$ cat src/rtl/rom_arb_pkg.sv
// Shared definitions for the ROM arbiter: FSM state encoding and requester IDs.
package rom_arb_pkg;

  typedef enum logic [1:0] {
    IDLE  = 2'd0,
    ISSUE = 2'd1,
    LATCH = 2'd2
  } state_t;

  localparam logic REQ_A = 1'b0;
  localparam logic REQ_B = 1'b1;

endpackage

$ cat src/rtl/rom_arb_pick.sv
// Two-way tie resolution: a sole eligible requester wins, a tie goes to the
// requester that was not granted last.
module rom_arb_pick
  import rom_arb_pkg::*;
(
  input  logic a_elig,
  input  logic b_elig,
  input  logic last_grant,
  output logic grant
);

  always_comb begin
    grant = REQ_A;
    if (a_elig && b_elig) begin
      grant = (last_grant == REQ_A) ? REQ_B : REQ_A;
    end else if (b_elig) begin
      grant = REQ_B;
    end
  end

endmodule

$ cat src/rtl/rom_arbiter.sv
// Two-port arbiter in front of a synchronous ROM; IDLE-ISSUE-LATCH, ack 3 cycles after grant.
// Define ROM_ARB_FIXED_PRIO_EN for fixed A-over-B priority (no last-grant register).
module rom_arbiter
  import rom_arb_pkg::*;
#(
  parameter int ADDR_WIDTH = 8,
  parameter int DATA_WIDTH = 8
) (
  input  logic                  clk,
  input  logic                  reset,
  input  logic                  a_req,
  input  logic [ADDR_WIDTH-1:0] a_addr,
  output logic                  a_ack,
  output logic [DATA_WIDTH-1:0] a_data,
  input  logic                  b_req,
  input  logic [ADDR_WIDTH-1:0] b_addr,
  output logic                  b_ack,
  output logic [DATA_WIDTH-1:0] b_data,
  output logic [ADDR_WIDTH-1:0] rom_addr,
  output logic                  rom_rd,
  input  logic [DATA_WIDTH-1:0] rom_data,
  output logic                  busy
);

  state_t                  state, state_nxt;
  logic                    grant, grant_nxt;
  logic                    pick;
  logic                    last_grant;
  logic                    a_elig, b_elig;
  logic [ADDR_WIDTH-1:0]   rom_addr_nxt;
  logic                    rom_rd_nxt;
  logic                    a_ack_nxt, b_ack_nxt;
  logic [DATA_WIDTH-1:0]   a_data_nxt, b_data_nxt;

  // A requester acking this cycle is not eligible, so a held request is not re-read.
  assign a_elig = a_req && !a_ack;

`ifdef ROM_ARB_FIXED_PRIO_EN
  // B stays out while A is requesting, so A keeps the port even across its own ack cycle.
  assign b_elig     = b_req && !b_ack && !a_req;
  assign last_grant = REQ_B;
`else
  logic last_grant_nxt;

  assign b_elig = b_req && !b_ack;

  always_ff @(posedge clk or posedge reset) begin
    if (reset) begin
      last_grant <= REQ_B;
    end else begin
      last_grant <= last_grant_nxt;
    end
  end

  always_comb begin
    last_grant_nxt = last_grant;
    if (state == IDLE && (a_elig || b_elig)) begin
      last_grant_nxt = pick;
    end
  end
`endif

  rom_arb_pick u_pick (
    .a_elig     (a_elig),
    .b_elig     (b_elig),
    .last_grant (last_grant),
    .grant      (pick)
  );

  always_comb begin
    state_nxt    = state;
    grant_nxt    = grant;
    rom_addr_nxt = rom_addr;
    rom_rd_nxt   = 1'b0;
    a_ack_nxt    = 1'b0;
    b_ack_nxt    = 1'b0;
    a_data_nxt   = a_data;
    b_data_nxt   = b_data;
    case (state)
      IDLE: begin
        if (a_elig || b_elig) begin
          grant_nxt    = pick;
          rom_addr_nxt = (pick == REQ_A) ? a_addr : b_addr;
          rom_rd_nxt   = 1'b1;
          state_nxt    = ISSUE;
        end
      end
      ISSUE: begin
        state_nxt = LATCH;
      end
      LATCH: begin
        if (grant == REQ_A) begin
          a_data_nxt = rom_data;
          a_ack_nxt  = 1'b1;
        end else begin
          b_data_nxt = rom_data;
          b_ack_nxt  = 1'b1;
        end
        state_nxt = IDLE;
      end
      default: begin
        state_nxt = IDLE;
      end
    endcase
  end

  always_ff @(posedge clk or posedge reset) begin
    if (reset) begin
      state    <= IDLE;
      grant    <= REQ_A;
      rom_addr <= '0;
      rom_rd   <= 1'b0;
      a_ack    <= 1'b0;
      b_ack    <= 1'b0;
      a_data   <= '0;
      b_data   <= '0;
      busy     <= 1'b0;
    end else begin
      state    <= state_nxt;
      grant    <= grant_nxt;
      rom_addr <= rom_addr_nxt;
      rom_rd   <= rom_rd_nxt;
      a_ack    <= a_ack_nxt;
      b_ack    <= b_ack_nxt;
      a_data   <= a_data_nxt;
      b_data   <= b_data_nxt;
      busy     <= (state_nxt != IDLE);
    end
  end

endmodule

$ cat config.mk
export PLATFORM = sky130hd
export DESIGN_NAME = rom_arbiter
export DESIGN_NICKNAME = d
export VERILOG_FILES = /design/src/rtl/rom_arb_pkg.sv /design/src/rtl/rom_arb_pick.sv /design/src/rtl/rom_arbiter.sv
export SDC_FILE = /design/constraint.sdc
export NUM_CORES = 1
export LEC_CHECK = 0
export CAP_MARGIN = 20
export CORE_AREA = 2 2 59 61
export DETAILED_ROUTE_END_ITERATION = 12
export DIE_AREA = 0 0 61 63
export PLACE_DENSITY = 0.89
export SLEW_MARGIN = 20
export SYNTH_ARGS = -nofsm -noshare
export SYNTH_HDL_FRONTEND = slang
export SYNTH_SLANG_ARGS = --single-unit
$ cat constraint.sdc
create_clock -name clk -period 1.9 [get_ports clk]
set_input_delay 0.38 -clock clk [delete_from_list [all_inputs] [get_ports clk]]
set_output_delay 0.38 -clock clk [all_outputs]
set_load 0.005 [all_outputs]
==> results of run 1 <==
-- cell usage in the layout (no fill, tap or decap) --
cell and instances:
a211oi_1 1, a211oi_2 1, a21oi_1 8, a31oi_1 1, buf_12 1, buf_4 3, clkbuf_1 2, clkbuf_4 5
clkdlybuf4s50_1 55, clkinv_1 1, clkinv_2 1, dfrtp_1 31, dfstp_2 1, inv_1 2, mux2_1 2, mux2_2 8
mux2i_1 8, nand2_1 24, nand2b_4 2, nand3b_2 1, nor2_1 8, nor2b_1 1, nor3b_1 1, or2_2 1
-- worst reg2reg max path: cells and delay by family (launching register included) --
kind                   cells  cell delay [ns]
AO/OA/AOI/OAI              2             0.43
buffers and inverters      1             0.27
flip-flops                 1             0.41
AND/OR/NAND/NOR            2             0.23
-- power groups by stage --
stage	clock, mW	combinational, mW	sequential, mW
floorplan	0	0.549	1.23
global placement	0	1.27	1.21
detailed placement	0	1.33	1.22
CTS	0.373	1.34	1.22
global route	0.404	1.45	1.26
finish	0.370	1.31	1.22
-- area by class of cell --
cell class | count | area [µm²]
fillers | 287 | 1280
flip-flops and latches | 32 | 802
clock buffers | 7 | 45.0
clock inverters | 1 | 5.00
multi-input cells | 67 | 438
inverters | 3 | 11.3
well taps | 46 | 57.6
repair buffers | 59 | 593
-- cells by family (layout without fill, tap and decap cells) --
kind of cell	after synthesis	after routing	synth area share
compound gates	11	11	0.0519
buf+inv	7	70	0.0303
simple gates	38	38	0.140
mux	18	18	0.151
flops	32	32	0.627
-- routing by layer --
layer	vias up	part of all wire
met5	-	0
met1	478	0.39
met3	3	0.086
met2	53	0.51
li1	470	-
met4	0	0.0099
-- flip-flops by register name, summed over array words and instances, names as in the netlist --
| signal | count |
|---|---|
| a_ack | 1 |
| last_grant | 1 |
| a_data | 8 |
| b_ack | 1 |
| state | 2 |
| rom_rd | 1 |
| busy | 1 |
| b_data | 8 |
| grant | 1 |
| rom_addr | 8 |
-- how the worst max path moves through the flow --
stage,from,cells past startpoint,slack (ns),to
floorplan,a_ack$_DFF_PP0_,4,0.54,grant$_DFFE_PP0P_
global placement,a_req,6,0.15,rom_addr[1]$_DFFE_PP0P_
detailed placement,a_req,6,0.06,rom_addr[3]$_DFFE_PP0P_
CTS,a_ack$_DFF_PP0_,1,0.27,a_ack
global route,rom_addr[0]$_DFFE_PP0P_,1,0.24,rom_addr[0]
finish,a_ack$_DFF_PP0_,1,0.30,a_ack
-- per-stage QoR --
| step | std cells | power, mW | area [µm²] | utilization |
|---|---|---|---|---|
| 6_report | 215 | 2.90 | 1950 | 0.604 |
| 4_1_cts | 215 | 2.93 | 1950 | 0.604 |
| 3_5_place_dp | 207 | 2.56 | 1900 | 0.588 |
| 2_1_floorplan | 106 | 1.77 | 1280 | - |
| 5_1_grt | 215 | 3.11 | 1950 | 0.604 |
| 3_3_place_gp | 207 | 2.47 | 1900 | 0.588 |
==> out/metrics.yaml, run 1 <==
rsz0062_at_grt: "no"
setup_viol: 0
slew_headroom: 0.729
finalCritPeriodShare: 0.844
path_cells: "clkdlybuf4s50_1"
clock_skew_ns: 0.0131
use_met1: 0.184
initial_core_util: 0.396
crit_type: "flip-flop to primary output"
die_x_um: 61
numCtsBuffers: 5
netlist_instances: 106
cp_num_buf_inv: 1
yosysMostFrequentCell: "dfrtp_1"
clkSinkCount: 32
gr-max-usage-layer: "met2"
powerDensity_nw_per_um2: 1480
rows: 21
dpl_worst_slack_ns: 0.0554
synthTopCellsByCount: "31 x dfrtp_1, 24 x nand2_1"
power_switching_uw: 902
dr_total_vias: 1004
root_buffer: "clkbuf_4"
cts_resized: 0
cts.clk_slew.worst_paths_ns: 0.10
power.share.clock: 0.128
r2r-start: "a_ack$_DFF_PP0_"
syn_avg_cell_area_um2: 12.1
p_int_mw: 1.99
cts_setup_buffers: 0
max-cap-violations: 0
grt_pass1_wl_mm: 4.82
dominantRegCellSynth: "dfrtp_1"
grt_pass1_vias: 1118
ys_top_cells_by_area: "dfrtp_1 61%, mux2_2 7.0%, nand2_1 7.0%"
ctsHoldBuffers: 0
syn_nets: 134
outcome: "finished, final reports clean"
area_growth_pct: 52.6
die-area_um2: 3840
grt-ovfl-total: 0
cp_slowest_cell: "clkdlybuf4s50_1"
fin_ws_ns: 0.297
core_um2: 3230
setup_tns_ns: 0
layout-drive-gt1-share: 0.142
worst_hold_slack_ns: 0.334
synth_top_cell_area_share: 0.607
drt_iter0_markers: 33
critPathMaxStageDelay_ns: 0.51
grt_max_degree: 24
gp_congestion: 0.703
drtPass1Iterations: 4
drc_errors: 0
hold_viol: 0
antenna_found_initial: 0
ir_drop_uv: 778
die_h_um: 63
rr_endpoint: "rom_addr[7]$_DFFE_PP0P_"
gr-usage-all-layers: 0.171
cp.required_ns: 1.52
crit_arrival_ns: 1.22
final_nets: 196
cp-start-kind: "flip-flop"
worst_hold_path_type: "primary input to async pin"
use_met2: 0.296
synth_seq_cells: 32
path_delay_family: "buffers and inverters"
worstPathMaxFanout: 3
num_io_pins: 56
synth-seq-area-share: 0.627
netlist_area_um2: 1280
synth_area_leader_cell: "dfrtp_1"
clockBufferDepth: 2
synth_edf_count: 0
async_flop_share: 1.00
drt_wl_total_mm: 2.94
ys_warn_count: 0
power_frac_seq: 0.420
ant_nets: 0
slew_viol_final: 0
avgViaCountPerCell: 4.67
routedWlPerCell_um: 13.7
io_buffers: 55
met3_usage: 0.0683
min_period_ns: 1.60
fmax_mhz: 624
worstSkewPairLatency_ns: 0.33
cts_htree_levels: 2
p_leak_nw: 0.857
cts_tree: "done"
r2r_slack_ns: 0.48
r2r_cells: 5
endpoint_kind: "primary output"
antennaDiodeCount: 0
synth_cell_types: 20
hpwlAfterDp_mm: 2.25
p_sw_frac: 0.311
power_frac_comb: 0.453
worst_pin_slew_ns: 0.406
(Power assumes the default switching activity.)
==> run 2, diff against run 1 <==
Clock period 1.9 ns to 1.6 ns, I/O delays scaled along.
==> run 2 against run 1 <==
  * Worst hold slack improved by 0.041 ns
  * Critical path depth unchanged
  * Setup slack got worse by 0.23 ns
  * Clock-buffer cell count unchanged
  * First-iteration DRC count decreased by 58%
  * Final cell count unchanged
  * Die area unchanged
  * Sequential share of layout area decreased by 0.21 points
  * Via count decreased by 1.6%
  * Design area increased by 0.51%
  * Combinational power increased by 20%
  * Clock power increased by 37%
  * Critical endpoint is now rom_addr[5]
==> out/metrics.yaml, run 2 (synthesized netlist as in run 1, its figures left out) <==
rows: 21  # unchanged
max-cap-violations: 0  # unchanged
slew_viol_final: 0  # unchanged
antennaDiodeCount: 0  # unchanged
worst_hold_path_type: "primary input to async pin"
drc_errors: 0  # unchanged
clkSinkCount: 32  # unchanged
endpoint_kind: "primary output"
path_cells: "clkdlybuf4s50_1"
dpl_worst_slack_ns: -0.213  # -0.268 ns
ant_nets: 0  # unchanged
grt_max_degree: 33  # +38%
drt_wl_total_mm: 2.93  # -0.24%
dr_total_vias: 988  # -1.6%
place_inst: 208  # +0.48%
numCtsBuffers: 5  # unchanged
setup_tns_ns: 0  # unchanged
cts_setup_buffers: 0  # unchanged
layout_common_cells: "55 x clkdlybuf4s50_1, 31 x dfrtp_1, 24 x nand2_1"
grt_pass1_vias: 1032  # -7.7%
layout-drive-gt1-share: 0.154  # +0.0118
grt-ovfl-total: 0  # unchanged
fmax_mhz: 652
ctsHoldBuffers: 0  # unchanged
cp.required_ns: 1.28  # -0.24 ns
cp_num_cells: 1  # unchanged
num_io_pins: 56  # unchanged
fin_ws_ns: 0.0665  # -0.230 ns
final_nets: 197  # +0.51%
antenna_found_initial: 0  # unchanged
r2r_slack_ns: 0.18  # -0.30 ns
area_growth_pct: 53.4
regArea_um2: 802  # unchanged
fillers: 275  # -4.2%
p_leak_nw: 0.866  # +0.96%
cp-start-kind: "flip-flop"
setup_viol: 0  # unchanged
ir_drop_uv: 946  # +22%
clockBufferDepth: 2  # unchanged
drt_iter0_markers: 14  # -58%
worst_pin_slew_ns: 0.394  # -0.0125 ns
rsz0062_at_grt: "no"
final_cells: 215  # unchanged
core_um2: 3230  # unchanged
crit_type: "flip-flop to primary output"
die_x_um: 61  # unchanged
min_period_ns: 1.53
path_delay_family: "buffers and inverters"
avgViaCountPerCell: 4.60  # -1.6%
multi_input_area_um2: 438  # unchanged
critPathLaunch: "rom_addr[5]$_DFFE_PP0P_"
finalCritPeriodShare: 0.958
crit_arrival_ns: 1.21  # about the same
slew_headroom: 0.737  # +0.00861
die_h_um: 63  # unchanged
worstPathMaxFanout: 2  # -1
die-area_um2: 3840  # unchanged
cts_tree: "done"
drtPass1Iterations: 4  # unchanged
io_buffers: 55  # unchanged
gp_congestion: 0.720  # +2.4%
critPathMaxStageDelay_ns: 0.52  # about the same
r2r_cells: 5  # unchanged
clock_skew_ns: 0.00285  # -0.0103 ns
cp_num_buf_inv: 1  # unchanged
power_mw: 3.52  # +21%
hold_viol: 0  # unchanged
powerDensity_nw_per_um2: 1790  # +21%
root_buffer: "clkbuf_4"
worstSetupEndpoint: "rom_addr[5]"
worstSkewPairLatency_ns: 0.32  # about the same
final_common_cell: "clkdlybuf4s50_1"
routedWlPerCell_um: 13.6  # -0.24%
cts.clk_slew.worst_paths_ns: 0.09  # about the same
outcome: "finished, final reports clean"
cts_resized: 0  # unchanged
grt_pass1_wl_mm: 4.51  # -6.6%
top_regs: "a_data (8), b_data (8), rom_addr (8)"
initial_core_util: 0.396  # unchanged
cts_htree_levels: 2  # unchanged
rr_endpoint: "rom_addr[6]$_DFFE_PP0P_"
gr-usage-all-layers: 0.160  # -0.0108
r2r-start: "a_ack$_DFF_PP0_"
cp_slowest_cell: "clkdlybuf4s50_1"
==> run 2: cell types whose count changed in the layout (fill, tap and decap cells not counted), sizes merged <==
cell / delta
buf: +1
clkinv: -1
==> run 2: cell type report <==
type	count	area share
tap	46	0.0293
sequential	32	0.409
clock buffer	7	0.0332
inverter	3	0.00574
multi-input combinational	67	0.223
timing repair buffer	60	0.300
==> run 2: worst min path at each step <==
stage / to / cells past startpoint
2_1_floorplan: b_data[0]$_DFFE_PP0P_ / 2
3_3_place_gp: b_data[4]$_DFFE_PP0P_ / 2
3_5_place_dp: b_data[0]$_DFFE_PP0P_ / 2
4_1_cts: b_data[5]$_DFFE_PP0P_ / 3
5_1_grt: b_data[5]$_DFFE_PP0P_ / 3
6_report: b_data[5]$_DFFE_PP0P_ / 3
==> run 2: metrics by stage <==
stage / area [µm²] / util / hold slack, ns
after floorplan: 1280 / - / 0.425
after global placement: 1900 / 0.587 / 0.459
after detailed placement: 1900 / 0.587 / 0.475
after CTS: 1960 / 0.607 / 0.375
after global routing: 1960 / 0.607 / 0.395
final: 1960 / 0.607 / 0.374
==> run 2: routing by layer <==
metal  part of all wire  GRT usage  vias up
met1               0.37      0.166      462
met3               0.12     0.0911        3
met5                  0          0        -
met2               0.50      0.272       49
met4             0.0099     0.0408        0
li1                   -          -      474
==> run 2: where the power goes <==
group          internal [mW]  switching (mW)  total, mW
clock                  0.249           0.258      0.507
combinational          0.992           0.582       1.57
sequential              1.21           0.227       1.44
total                   2.45            1.07       3.52
==> run 3, diff against run 2 <==
Settings changed: CORE_AREA 2 2 59 61 to 2 2 58 60, CTS_BUF_LIST from default to sky130_fd_sc_hd__clkbuf_4, DIE_AREA 0 0 61 63 to 0 0 60 62, GPL_ROUTABILITY_DRIVEN from default to 0, HOLD_SLACK_MARGIN from default to 0.05, PLACE_DENSITY 0.89 to 0.91.
==> run 3 against run 2 <==
  * Clock power decreased by 10%
  * Sequential share of layout area rose by 0.078 points
  * Sequential power barely moved
  * Final cell count is 0.47% higher
  * Core utilization is 0.89 points higher
  * Wire length rose by 0.92%
  * Critical endpoint is now b_data[4]
==> out/metrics.yaml, run 3 (synthesized netlist as in run 1, its figures left out) <==
antenna_found_initial: 0  # unchanged
crit_type: "flip-flop to primary output"
numCtsBuffers: 5  # unchanged
worst_pin_slew_ns: 0.302  # -0.0919 ns
cts_resized: 0  # unchanged
grt_pass1_wl_mm: 4.59  # +1.8%
fmax_mhz: 641  # -1.7%
final_common_cell: "clkdlybuf4s50_1"
root_buffer: "clkbuf_4"
ctsHoldBuffers: 0  # unchanged
cts_htree_levels: 2  # unchanged
fillers: 278  # +1.1%
critPathMaxStageDelay_ns: 0.52  # about the same
core_um2: 3180  # -1.6%
min_period_ns: 1.56  # +0.0263 ns
worstPathMaxFanout: 2  # unchanged
clock_skew_ns: 0.0125  # +0.00960 ns
drt_wl_total_mm: 2.96  # +0.92%
hold_viol: 0  # unchanged
clkSinkCount: 32  # unchanged
path_delay_family: "buffers and inverters"
antennaDiodeCount: 0  # unchanged
ir_drop_uv: 828  # -12%
slew_headroom: 0.798  # +0.0609
cp-start-kind: "flip-flop"
layout_common_cells: "53 x clkdlybuf4s50_1, 31 x dfrtp_1, 24 x nand2_1"
routedWlPerCell_um: 13.7  # +0.45%
grt_pass1_vias: 1021  # -1.1%
path_cells: "clkdlybuf4s50_1"
die-area_um2: 3720  # -3.2%
p_leak_nw: 0.886  # +2.3%
rsz0062_at_grt: "no"
grt_max_degree: 23  # -30%
worst_hold_path_type: "primary input to async pin"
max-cap-violations: 0  # unchanged
cts.clk_slew.worst_paths_ns: 0.10  # about the same
crit_arrival_ns: 1.24  # +0.03 ns
ant_nets: 0  # unchanged
io_buffers: 55  # unchanged
die_h_um: 62  # -1.6%
clockBufferDepth: 2  # unchanged
drt_iter0_markers: 38  # +24
hpwlAfterDp_mm: 2.29
finalCritPeriodShare: 0.975  # +0.0164
fin_ws_ns: 0.0401  # -0.0263 ns
cp_num_buf_inv: 1  # unchanged
drc_errors: 0  # unchanged
cts_tree: "done"
dpl_worst_slack_ns: -0.218  # -0.00532 ns
worstSkewPairLatency_ns: 0.33  # about the same
slew_viol_final: 0  # unchanged
endpoint_kind: "primary output"
avgViaCountPerCell: 4.67  # +1.7%
final_nets: 197  # unchanged
regArea_um2: 802  # unchanged
initial_core_util: 0.402  # +0.00654
die_x_um: 60  # -1.6%
cp.required_ns: 1.28  # about the same
setup_viol: 0  # unchanged
num_io_pins: 56  # unchanged
cts_setup_buffers: 0  # unchanged
area_growth_pct: 53.1
r2r_slack_ns: 0.16  # -0.02 ns
rows: 21  # unchanged
drtPass1Iterations: 3  # -1
dr_total_vias: 1009  # +2.1%
gr-usage-all-layers: 0.173  # +0.0131
powerDensity_nw_per_um2: 1760  # -1.7%
grt-ovfl-total: 0  # unchanged
top_regs: "a_data (8), b_data (8), rom_addr (8)"
outcome: "finished, final reports clean"
setup_tns_ns: 0  # unchanged
cp_slowest_cell: "clkdlybuf4s50_1"
multi_input_area_um2: 438  # unchanged
layout-drive-gt1-share: 0.153  # -0.000905
==> run 3: stage by stage <==
stage           util  area [µm²]  power (mW)  hold WS (ns)  instances
6_report       0.616        1960        3.45         0.271        216
5_1_grt        0.616        1960        3.71         0.284        216
4_1_cts        0.614        1950        3.51         0.268        216
3_5_place_dp   0.597        1900        3.04         0.466        208
3_3_place_gp   0.597        1900        2.93         0.457        208
2_1_floorplan      -        1280        2.11         0.425        106
==> run 3: worst paths after layout <==
path,startpoint,end,depth (start not counted)
min in group clk,b_data[3]$_DFFE_PP0P_,b_data[3]$_DFFE_PP0P_,2
max,b_data[4]$_DFFE_PP0P_,b_data[4],1
min,reset,b_data[6]$_DFFE_PP0P_,3
max in group asynchronous,reset,last_grant$_DFFE_PP1P_,3
min reg2reg,b_data[3]$_DFFE_PP0P_,b_data[3]$_DFFE_PP0P_,2
max reg2reg,a_ack$_DFF_PP0_,rom_addr[7]$_DFFE_PP0P_,5
==> run 3: final cells by class <==
cell class / count / area share
well taps: 46 / 0.0294
repair buffers: 60 / 0.303
clock inverters: 2 / 0.00575
flip-flops and latches: 32 / 0.410
inverters: 3 / 0.00575
clock buffers: 6 / 0.0230
multi-input cells: 67 / 0.224
==> run 3: per-layer routing <==
| layer | GRT usage | vias to the layer above | wire length, µm |
|---|---|---|---|
| met1 | 0.187 | 479 | 1110 |
| li1 | - | 479 | - |
| met4 | 0.0762 | 0 | 46 |
| met5 | 0 | - | 0 |
| met2 | 0.303 | 46 | 1520 |
| met3 | 0.0683 | 5 | 275 |
==> run 3: worst reg2reg max path, cell delays in order, from the launching register on <==
cell,delay [ns]
dfrtp_1,0.41
nand2b_4,0.15
a211oi_2,0.33
buf_4,0.27
nor2_1,0.07
a21oi_1,0.13
==> run 3: where the power goes <==
part / total, mW / switching [mW] / internal (mW) / leakage, nW
clock: 0.456 / 0.272 / 0.184 / 0.0293
sequential: 1.44 / 0.226 / 1.21 / 0.380
combinational: 1.56 / 0.581 / 0.980 / 0.476
